--- src/rtl/logic_pkg.sv ---
// Shared word-width constants and types for the gate/demux datapath.
package logic_pkg;
    localparam int WORD_W = 16;
    typedef logic [WORD_W-1:0] word_t;
    localparam word_t ZERO_WORD = 16'h0000;
endpackage

--- src/rtl/and_bit_cell.sv ---
// Single 2-input AND gate cell; the primitive for the wide AND, narrow AND and demux legs.
module and_bit_cell (
    input  logic i_a,
    input  logic i_b,
    output logic o_y
);
    assign o_y = i_a & i_b;
endmodule

--- src/rtl/gate_and_dmux_unit.sv ---
// Registered and16 / and2 / dmux wrapper with one-cycle latency.
// Optional AND16_ZERO_FLAG_EN adds a registered y16_zero flag.
module gate_and_dmux_unit
    import logic_pkg::*;
#(
    parameter int WIDTH = WORD_W
) (
    input  logic             clk,
    input  logic             rst,
    input  logic             valid_in,
    input  logic [WIDTH-1:0] a16,
    input  logic [WIDTH-1:0] b16,
    input  logic             a,
    input  logic             b,
    input  logic             in,
    input  logic             sel,
    output logic             valid_out,
    output logic [WIDTH-1:0] y16,
    output logic             y,
    output logic             dmux_a,
`ifdef AND16_ZERO_FLAG_EN
    output logic             y16_zero,
`endif
    output logic             dmux_b
);
    logic [WIDTH-1:0] w_y16;
    logic             w_y;
    logic             w_dmux_a;
    logic             w_dmux_b;
    logic             w_sel_n;

    logic             r_valid;
    logic [WIDTH-1:0] r_y16;
    logic             r_y;
    logic             r_dmux_a;
    logic             r_dmux_b;

    genvar gi;
    generate
        for (gi = 0; gi < WIDTH; gi++) begin : g_and16
            and_bit_cell u_cell (.i_a(a16[gi]), .i_b(b16[gi]), .o_y(w_y16[gi]));
        end
    endgenerate

    and_bit_cell u_and2 (.i_a(a), .i_b(b), .o_y(w_y));

    // Demux legs: each output is the data bit gated by its select polarity.
    assign w_sel_n = ~sel;
    and_bit_cell u_dmux_a (.i_a(in), .i_b(w_sel_n), .o_y(w_dmux_a));
    and_bit_cell u_dmux_b (.i_a(in), .i_b(sel),     .o_y(w_dmux_b));

    always_ff @(posedge clk) begin
        if (rst) begin
            r_valid  <= 1'b0;
            r_y16    <= '0;
            r_y      <= 1'b0;
            r_dmux_a <= 1'b0;
            r_dmux_b <= 1'b0;
        end else begin
            r_valid <= valid_in;
            if (valid_in) begin
                r_y16    <= w_y16;
                r_y      <= w_y;
                r_dmux_a <= w_dmux_a;
                r_dmux_b <= w_dmux_b;
            end
        end
    end

`ifdef AND16_ZERO_FLAG_EN
    logic r_y16_zero;

    always_ff @(posedge clk) begin
        if (rst) begin
            r_y16_zero <= 1'b0;
        end else if (valid_in) begin
            r_y16_zero <= (w_y16 == ZERO_WORD[WIDTH-1:0]);
        end
    end

    assign y16_zero = r_y16_zero;
`endif

    assign valid_out = r_valid;
    assign y16       = r_y16;
    assign y         = r_y;
    assign dmux_a    = r_dmux_a;
    assign dmux_b    = r_dmux_b;
endmodule

--- config.mk ---
export PLATFORM = sky130hd
export DESIGN_NAME = gate_and_dmux_unit
export DESIGN_NICKNAME = d
export VERILOG_FILES = /design/src/rtl/logic_pkg.sv /design/src/rtl/and_bit_cell.sv /design/src/rtl/gate_and_dmux_unit.sv
export SDC_FILE = /design/constraint.sdc
export NUM_CORES = 1
export LEC_CHECK = 0
export ABC_AREA = 1
export BUFFER_PORTS_ARGS = -buffer_cell sky130_fd_sc_hd__buf_2
export CAP_MARGIN = 30
export CORE_MARGIN = 3
export CORE_UTILIZATION = 35
export DETAILED_ROUTE_END_ITERATION = 6
export GPL_TIMING_DRIVEN = 0
export MAX_ROUTING_LAYER = met4
export PLACE_DENSITY = 0.79
export SKIP_CTS_REPAIR_TIMING = 1
export SLEW_MARGIN = 20
export SYNTH_ARGS = -nofsm -noshare
export SYNTH_HDL_FRONTEND = slang
export SYNTH_SLANG_ARGS = --single-unit
export TNS_END_PERCENT = 100
--- constraint.sdc ---
create_clock -name clk -period 0.8 [get_ports clk]
set_input_delay 0.12 -clock clk [delete_from_list [all_inputs] [get_ports clk]]
set_output_delay 0.12 -clock clk [all_outputs]
set_load 0.02 [all_outputs]
==> flow_metrics.py <==
metrics = {
    "synth": {
        "yosys-top-cells-count": "dfxtp_1 (20), nand2_1 (19), nand3_2 (10), o21ai_2 (10), nand3_1 (9)",
        "synth_mux_area_share_pct": 0,
        "synth_edf_count": 0,
        "postSynthAreaPerCell_um2": 9.48,
        "synth_top_area_share_pct": 49.7,
        "synth_top_family_by_area": "simple AND/OR/NAND/NOR gates",
        "synth_flop_cell": "dfxtp_1",
        "synthCells": 85,
        "ys.warnings.count": 0,
        "synth-seq-area-share_pct": 49.7,
        "yosysUniqueCellTypes": 12,
        "synthXorXnorAreaFrac_pct": 0,
        "ys_ff_latch": 20,
        "async_reset_ff_share_pct": 0,
        "syn-cell-area_um2": 806,
        "synth-compound-area-share_pct": 16.5,
        "synth_adder_area_share_pct": 0,
        "yosys.area_share.simple_pct": 28.3,
        "synth_top_cell_by_area": "dfxtp_1",
        "synthMostInstantiatedCell": "dfxtp_1",
        "syn_nets": 124,
        "synth.top_cells.by_area": "dfxtp_1 (50%), nand3_2 (12%), o21ai_2 (11%)",
    },
    "cts": {
        "cts_sinks": 20,
        "clk_pin_slew_ns": 0.11,
        "h-tree-depth": 1,
        "cts_made_buffers": 3,
        "root_buffer": "clkbuf_4",
        "clockBufferDepth": 2,
        "clk_latency_ns": 0.29,
        "cts_tree": "yes",
    },
    "global_route": {
        "gr-total-overflow": 0,
        "grt_usage_pct": 14.0,
        "met3_usage_pct": 3.05,
        "use_met1_pct": 15.9,
        "grt_busiest_layer": "met2",
        "first_global_vias": 734,
        "grt_max_degree": 12,
        "grt_pass1_wl_um": 2970,
        "antenna_found_initial": 0,
        "grt_use_met2_pct": 24.2,
    },
    "final_layout": {
        "antenna_cells": 0,
        "final_cells": 181,
        "syn_to_final_growth_pct": 69.9,
        "final_util_pct": 66.4,
        "design_area_mm2": 0.00137,
        "nets": 194,
        "drive_above_1_share_pct": 74.7,
    },
    "power_and_ir_drop": {
        "peakVddDrop_uv": 931,
        "net-switching-power_mw": 0.518,
        "combPwrFrac_pct": 19.0,
        "p_leak_nw": 0.646,
        "powerDensity_mw_per_mm2": 1490,
        "p_sw_share_pct": 25.4,
        "clockPowerShare_pct": 28.4,
        "p_int_mw": 1.52,
        "power_frac_seq_pct": 52.6,
    },
    "placed_design": {
        "dp_cells": 170,
        "routabilityCongestion": 0.676,
        "dp_hpwl_um": 1510,
        "pre_cts_slack_ns": -0.0551,
        "port_buffers": 58,
        "dpl_cell_area_mm2": 0.00113,
    },
    "job": {
        "max_cap_viol_count": 0,
    },
    "sta": {
        "finalSetupViolCount": 20,
        "slew_headroom_pct": 89.4,
        "fin_crit_ns": 0.899,
        "rsz0062_at_grt": "yes",
        "max_freq_mhz": 1110,
        "clock_skew_ns": 0,
        "maxSlewViolCount": 0,
        "setup_slack_ns": -0.0993,
        "fin_crit_sh_pct": 112,
        "final.setup.tns_ns": -1.62,
        "worst_pin_slew_ns": 0.158,
        "hold_viol_final": 0,
    },
    "critical_path": {
        "reg2reg_from": "dmux_b",
        "worst_path_largest_cell_delay_ns": 0.37,
        "startpoint_type": "flop",
        "path_cells": "buf_6",
        "worstSetupPathType": "flop to output port",
        "crit_fanout": 2,
        "slowest_stage": "dfxtp_2",
        "path_buf_inv": 1,
        "critPathTopFamily": "flip-flops",
        "reg2reg_slack_ns": 0.11,
        "r2r-end": "dmux_b",
        "cp.required_ns": 0.68,
        "crit_arrival_ns": 0.78,
        "end_kind": "output port",
        "reg2reg_depth": 3,
    },
    "routing": {
        "drt-pass1-iter-count": 3,
        "avgRoutedWirePerCell_um": 11.5,
        "postRouteWirelength_um": 2080,
        "drc": 0,
        "vias_per_cell": 4.58,
        "drt-initial-drc-count": 5,
        "antenna_left": 0,
        "vias": 829,
    },
    "worst_hold_path": {
        "holdCritStartpoint": "rst",
        "hold_path_class": "input port to flop",
        "min_delay_path_depth": 2,
        "worstHoldEndpoint": "dmux_b",
    },
    "die": {
        "die_h_um": 54.0,
        "core_area_mm2": 0.00206,
        "pin_count": 59,
        "die_area_mm2": 0.00291,
        "dieWidth_um": 54.0,
        "start_util_pct": 39.1,
        "fp-row-count": 16,
    },
    "status": {
        "violations": "negative setup slack",
        "status": "complete, but fails checks",
    },
}
-- state kept, by name, indices dropped and copies added (netlist names) --
name,cells
y,1
dmux_a,1
valid_out,1
y16,16
dmux_b,1
-- cells by family after synthesis --
family / after synthesis
AO/OA/AOI/OAI: 19
buffers and inverters: 7
flip-flops: 20
AND/OR/NAND/NOR: 39
-- stage by stage --
stage          hold slack (ns)  power (mW)
4_1_cts               0.000762        1.98
3_3_place_gp             0.321        1.39
5_1_grt                0.00652        2.16
6_report               0.00789        2.04
3_5_place_dp             0.327        1.40
2_1_floorplan            0.189        1.25
-- worst reg2reg max path, stage by stage (launching register included) --
cell     delay [ns]
dfxtp_2        0.35
buf_4          0.10
nand2_1        0.05
a21oi_1        0.13
-- placed cells by master (no fill, tap or decap), drive strengths merged --
cell type | netlist | routed
buf | 3 | 68
dfxtp | 20 | 20
o21ai | 17 | 17
nand3 | 19 | 19
a21oi | 2 | 2
inv | 4 | 4
nand2 | 20 | 20
clkbuf | 0 | 4
-- layer usage --
| metal | routed length [µm] | up-vias |
|---|---|---|
| met4 | 0 | 0 |
| met5 | 0 | - |
| met3 | 248 | 0 |
| met1 | 785 | 356 |
| met2 | 1050 | 46 |
| li1 | - | 427 |
-- power by group through the flow --
stage,Combinational [mW],Clock (mW),Sequential [mW]
final,0.387,0.578,1.07
after global routing,0.423,0.655,1.08
after CTS,0.322,0.601,1.06
after detailed placement,0.322,0,1.08
after global placement,0.315,0,1.08
after floorplan,0.116,0,1.13
-- how the worst max path moves through the flow --
| stage | startpoint | to | slack (ns) | cells after the start |
|---|---|---|---|---|
| global placement | rst | y16[5] | -0.04 | 5 |
| global route | y16[11] | y16[11] | -0.15 | 1 |
| finish | y16[11] | y16[11] | -0.1 | 1 |
| CTS | y16[14] | y16[14] | -0.17 | 1 |
| detailed placement | rst | y16[10] | -0.06 | 5 |
| floorplan | dmux_a | dmux_a | 0.12 | 2 |
-- area by class of cell --
cell class | count | area (µm²)
inverter | 4 | 15.0
tap | 27 | 33.8
multi-input combinational | 58 | 360
sequential | 20 | 425
clock buffer | 4 | 36.3
buffer | 3 | 30.0
timing repair buffer | 65 | 468
fill | 178 | 693
No activity file was read; power rests on OpenSTA's default activity.
